==> src/rtl/gps_point_feeder.sv <==
// Point feeder for the GPS distance calculator: buffers host LON/LAT points, issues one
// per DEN paced to the calculator's accept windows, and returns each result with its index.
module gps_point_feeder #(
    parameter int unsigned DEPTH     = 16,
    parameter int unsigned PTR_W     = 4,
    parameter int unsigned FIRST_GAP = 136,
    parameter int unsigned TIMEOUT   = 512
) (
    input  logic        clk,
    input  logic        reset,
    input  logic        wr_en,
    input  logic [23:0] wr_lon,
    input  logic [23:0] wr_lat,
    output logic        full,
    input  logic        start,
    output logic        busy,
    output logic        done,
    output logic        err,
    output logic        DEN,
    output logic [23:0] LON_IN,
    output logic [23:0] LAT_IN,
    input  logic        Valid,
    input  logic [39:0] D,
    input  logic [63:0] a,
    output logic        res_valid,
    output logic [39:0] res_D,
    output logic [63:0] res_a,
    output logic [15:0] res_idx
);

    localparam int unsigned CW    = PTR_W + 1;
    localparam int unsigned CNT_W = $clog2((TIMEOUT > FIRST_GAP) ? TIMEOUT : FIRST_GAP) + 1;

    typedef enum logic [2:0] {IDLE, PRIME, GAP, SEND, WAITV} state_t;

    state_t             state, state_n;
    logic [47:0]        mem [DEPTH];
    logic [PTR_W-1:0]   rd_ptr, wr_ptr;
    logic [CW-1:0]      count, count_n;
    logic [CNT_W-1:0]   cnt, cnt_n;
    logic               primed, primed_n;
    logic               push, pop, empty;
    logic               done_n, err_n, capture;

    assign empty   = (count == '0);
    assign push    = wr_en && !full;
    assign count_n = count + {{PTR_W{1'b0}}, push} - {{PTR_W{1'b0}}, pop};

    // PRIME and SEND are the DEN cycles; the pop happens on entry so DEN/LON_IN/LAT_IN register together
    always_comb begin
        state_n  = state;
        cnt_n    = cnt + CNT_W'(1);
        primed_n = primed;
        done_n   = 1'b0;
        err_n    = err;
        capture  = 1'b0;
        case (state)
            IDLE: begin
                cnt_n = '0;
                if (start) begin
                    if (empty)        done_n  = 1'b1;
                    else if (!primed) state_n = PRIME;
                    else              state_n = SEND;
                end
            end
            PRIME: begin
                primed_n = 1'b1;
                cnt_n    = '0;
                state_n  = GAP;
            end
            GAP: begin
                if (cnt == CNT_W'(FIRST_GAP - 1)) begin
                    if (empty) begin
                        done_n  = 1'b1;
                        state_n = IDLE;
                    end else begin
                        state_n = SEND;
                    end
                end
            end
            SEND: begin
                cnt_n   = '0;
                state_n = WAITV;
            end
            WAITV: begin
                // Valid wins over a simultaneous timeout
                if (Valid) begin
                    capture = 1'b1;
                    if (empty) begin
                        done_n  = 1'b1;
                        state_n = IDLE;
                    end else begin
                        state_n = SEND;
                    end
                end else if (cnt == CNT_W'(TIMEOUT - 1)) begin
                    err_n    = 1'b1;
                    primed_n = 1'b0;
                    state_n  = IDLE;
                end
            end
            default: state_n = IDLE;
        endcase
        pop = (state_n == PRIME) || (state_n == SEND);
    end

    // Buffer storage; contents are don't-care once the pointers are reset
    always_ff @(posedge clk) begin
        if (push) mem[wr_ptr] <= {wr_lon, wr_lat};
    end

    always_ff @(posedge clk) begin
        if (reset) begin
            state     <= IDLE;
            cnt       <= '0;
            primed    <= 1'b0;
            rd_ptr    <= '0;
            wr_ptr    <= '0;
            count     <= '0;
            full      <= 1'b0;
            busy      <= 1'b0;
            done      <= 1'b0;
            err       <= 1'b0;
            DEN       <= 1'b0;
            LON_IN    <= '0;
            LAT_IN    <= '0;
            res_valid <= 1'b0;
            res_D     <= '0;
            res_a     <= '0;
            res_idx   <= '0;
        end else begin
            state     <= state_n;
            cnt       <= cnt_n;
            primed    <= primed_n;
            count     <= count_n;
            full      <= (count_n == CW'(DEPTH));
            busy      <= (state_n != IDLE);
            done      <= done_n;
            err       <= err_n;
            DEN       <= pop;
            res_valid <= capture;
            if (push) wr_ptr <= wr_ptr + PTR_W'(1);
            if (pop) begin
                rd_ptr           <= rd_ptr + PTR_W'(1);
                {LON_IN, LAT_IN} <= mem[rd_ptr];
            end
            if (capture) begin
                res_D <= D;
                res_a <= a;
            end
            if (res_valid) res_idx <= res_idx + 16'd1;
        end
    end

endmodule
==> config.mk <==
export PLATFORM = sky130hd
export DESIGN_NAME = gps_point_feeder
export DESIGN_NICKNAME = d
export VERILOG_FILES = /design/src/rtl/gps_point_feeder.sv
export SDC_FILE = /design/constraint.sdc
export NUM_CORES = 1
export LEC_CHECK = 0
export CAP_MARGIN = 5
export CORE_MARGIN = 2
export CORE_UTILIZATION = 55
export DETAILED_ROUTE_END_ITERATION = 7
export PLACE_DENSITY = 0.77
export SKIP_CTS_REPAIR_TIMING = 1
export SYNTH_ARGS = -nofsm -noshare
export SYNTH_HDL_FRONTEND = slang
export SYNTH_SLANG_ARGS = --single-unit
==> constraint.sdc <==
create_clock -name clk -period 7.8 [get_ports clk]
set_input_delay 1.56 -clock clk [delete_from_list [all_inputs] [get_ports clk]]
set_output_delay 1.56 -clock clk [all_outputs]
set_load 0.05 [all_outputs]
==> results.ini <==
[clock_network]
cts_tree = done
root_buffer = clkbuf_16
cts-buffers-inserted = 94
clk_pin_slew_ps = 60
clock_tree.buffer_depth = 3
cts_max_level = 3
clock_latency_ps = 650
clkSinkCount = 969

[timing]
finClkSkew_ps = 21.6
setup_ws_ps = 3550
hold_viol = 0
worst_pin_slew_ps = 1060
setup_viol = 0
fin_crit_ps = 4250
slew_viol_final = 0
fmax_mhz = 235
period_share = 0.545
setup_tns_ps = 0
rsz0062_at_grt = no
slew_headroom = 0.291
hold_slack_ps = 456

[cells_and_area]
synthToLayoutAreaGrowth_pct = 20.2
drive_gt1_frac = 0.162
nets = 2519

[routing]
wire_per_inst_um = 25.3
routed_wl_mm = 83.2
via_per_inst = 5.99
ant_nets = 0
drt_iter0_markers = 1956
drt_pass1_iterations = 6
via_count = 19700
drc = 0

[global_route]
grt_pass1_wl_mm = 124
grt_antenna_before_repair = 2
use_met3 = 0.0452
gr-max-usage-layer = met2
grt_max_degree = 106
grtUsageMet1 = 0.313
first_global_vias = 20100
grt_overflow = 0
use_met2 = 0.420
track_usage = 0.245

[die]
fp.dieW_um = 261
initial_core_util = 0.553
die_y_um = 261
dieArea_sq_mm = 0.0679
core_sq_mm = 0.0655
num_io_pins = 331
row_count = 94

[place]
io_buffer_count = 330
dp_hpwl_mm = 46.7
gp_congestion = 0.828
dp_slack_ps = 2890

[yosys]
synth-simple-area-share = 0.0405
synth-compound-area-share = 0.0478
synth_common_cells = edfxtp_1 (768), nand2_1 (223), dfxtp_1 (201), mux4_2 (192), a21oi_1 (118)
synth_top_family_by_area = multiplexers
synth_area_per_cell_sq_um = 18.0
synthTopCellsByArea = edfxtp_1 (64%), mux4_2 (12%), dfxtp_1 (11%)
synth.largest_area_cell = edfxtp_1
synth.most_common_cell = edfxtp_1
synth_top_area_frac = 0.637
yosysSeqAreaShare = 0.748
synth-edff-count = 768
synth_warnings = 0
async_flop_share = 0
postSynthRegisterBits = 969
synth.area.mux_share = 0.134
synth_top_flop_cell = edfxtp_1
synthCells = 2010
synth_fa_ha_area_frac = 0.00504
synthXorXnorAreaFrac = 0.00605
yosysUniqueCellTypes = 45
syn_area_sq_mm = 0.0362
syn_nets = 2181

[worst_setup_path]
cp_top_family = simple AND/OR/NAND/NOR gates
r2r-end = LON_IN[15]
path_max_fanout = 26
crit_path_end_kind = flip-flop
required_ps = 8080
cp_cell_sequence = clkdlybuf4s50_1 -> nor2b_1 -> nand2_1 -> nor2_4 -> buf_4
cp_slowest_cell = nor2_4
crit_buf_inv = 2
startpoint_type = primary input
r2r_cells = 6
worst_r2r_startpoint = rd_ptr[1]
slowest_delay_ps = 890
crit_type = primary input to flip-flop
arrival_ps = 4540
reg2reg_slack_ps = 4380

[pwr]
intPower_mw = 9.51
p_comb_frac = 0.176
pwr-share-clk = 0.355
p_sw_frac = 0.261
pwr-share-seq = 0.468
leakage_nw = 13.5
switchingPower_mw = 3.35
ir_drop_mv = 0.220
total_power_mw = 12.9
p_per_area_mw_per_mm2 = 295

[min_path]
min_path_type = flip-flop to flip-flop
hold_depth = 2
min-delay-start = res_a[27]
hold_path_end = res_a[27]

[run]
maxCapViolations = 0

[run_status]
run_status = completed

[power by group through the flow]
stage / registers (mW) / clock network [mW] / logic [mW]
after global placement: 6.11 / 0 / 2.20
after global routing: 6.05 / 4.84 / 2.41
final: 6.02 / 4.57 / 2.27
after floorplan: 6.40 / 0 / 1.30
after detailed placement: 6.12 / 0 / 2.26
after CTS: 6.02 / 4.64 / 2.29
[through the flow]
stage                     instance area, sq um  std cells  utilization
after floorplan                          36200       2010            -
after global placement                   40400       3116        0.616
after detailed placement                 40400       3116        0.616
after CTS                                43500       3291        0.664
after global routing                     43500       3292        0.664
final                                    43500       3292        0.664
[layout make-up]
class / instances / area [sq um]
clock inverters: 30 / 388
clock buffers: 145 / 2760
fillers: 4151 / 22000
well taps: 864 / 1080
inverters: 16 / 62.6
repair buffers: 362 / 3550
diodes: 1 / 2.50
flip-flops and latches: 969 / 27100
multi-input cells: 905 / 8570
[state kept, by name (all words and copies together), names as in the netlist, 3 cells and up]
signal	count
LAT_IN	24
LON_IN	24
cnt	10
count	5
mem	768
rd_ptr	4
res_D	40
res_a	64
res_idx	16
state	3
wr_ptr	4
[worst reg2reg max path: stages, from the launching register on]
cell and delay [ps]:
dfxtp_4 690, buf_4 680, buf_4 770, mux4_2 450
a22oi_1 350, o21ai_0 170, a22o_1 210
[worst max-delay path by stage]
stage          startpoint    endpoint  slack, ps  cells after the start
3_5_place_dp        wr_en  mem[5][40]       2890                      5
2_1_floorplan       wr_en   mem[3][0]       1880                      4
6_report            wr_en  mem[4][27]       3550                      5
5_1_grt             wr_en   mem[5][8]       3360                      5
4_1_cts             wr_en   mem[5][8]       3540                      5
3_3_place_gp        wr_en  mem[5][40]       3030                      5
[routing by layer]
metal / wire (um) / share of wire / up-vias
li1: - / - / 8560
met1: 31400 / 0.38 / 10000
met2: 42200 / 0.51 / 971
met3: 6610 / 0.079 / 164
met4: 2960 / 0.036 / 2
met5: 14 / 0.00017 / -
[layout by cell type, fill, tap and decap left out, types with 8 or more instances in the layout]
| master | n |
|---|---|
| xor2_1 | 11 |
| a22oi_1 | 49 |
| inv_1 | 15 |
| mux4_2 | 192 |
| buf_4 | 32 |
| ha_1 | 13 |
| a22o_1 | 48 |
| a21oi_1 | 118 |
| nor2_1 | 43 |
| clkdlybuf4s50_1 | 329 |
| o21ai_0 | 58 |
| clkbuf_8 | 15 |
| nor2_4 | 15 |
| mux2i_1 | 50 |
| clkinv_2 | 8 |
| nand2_1 | 222 |
| clkbuf_1 | 31 |
| clkbuf_16 | 97 |
| nand3_1 | 11 |
| or3_1 | 9 |
| xnor2_1 | 14 |
| dfxtp_1 | 197 |
| edfxtp_1 | 768 |
[cells by family after synthesis]
family                     Yosys count
and+or+nand+nor                    343
xor gates and xnor gates            25
DFF                                969
AOI/OAI and AO/OA                  280
buffers and inverters              136
muxes                              243
adders and majority gates           14
Power figures use the tool's default switching activity.
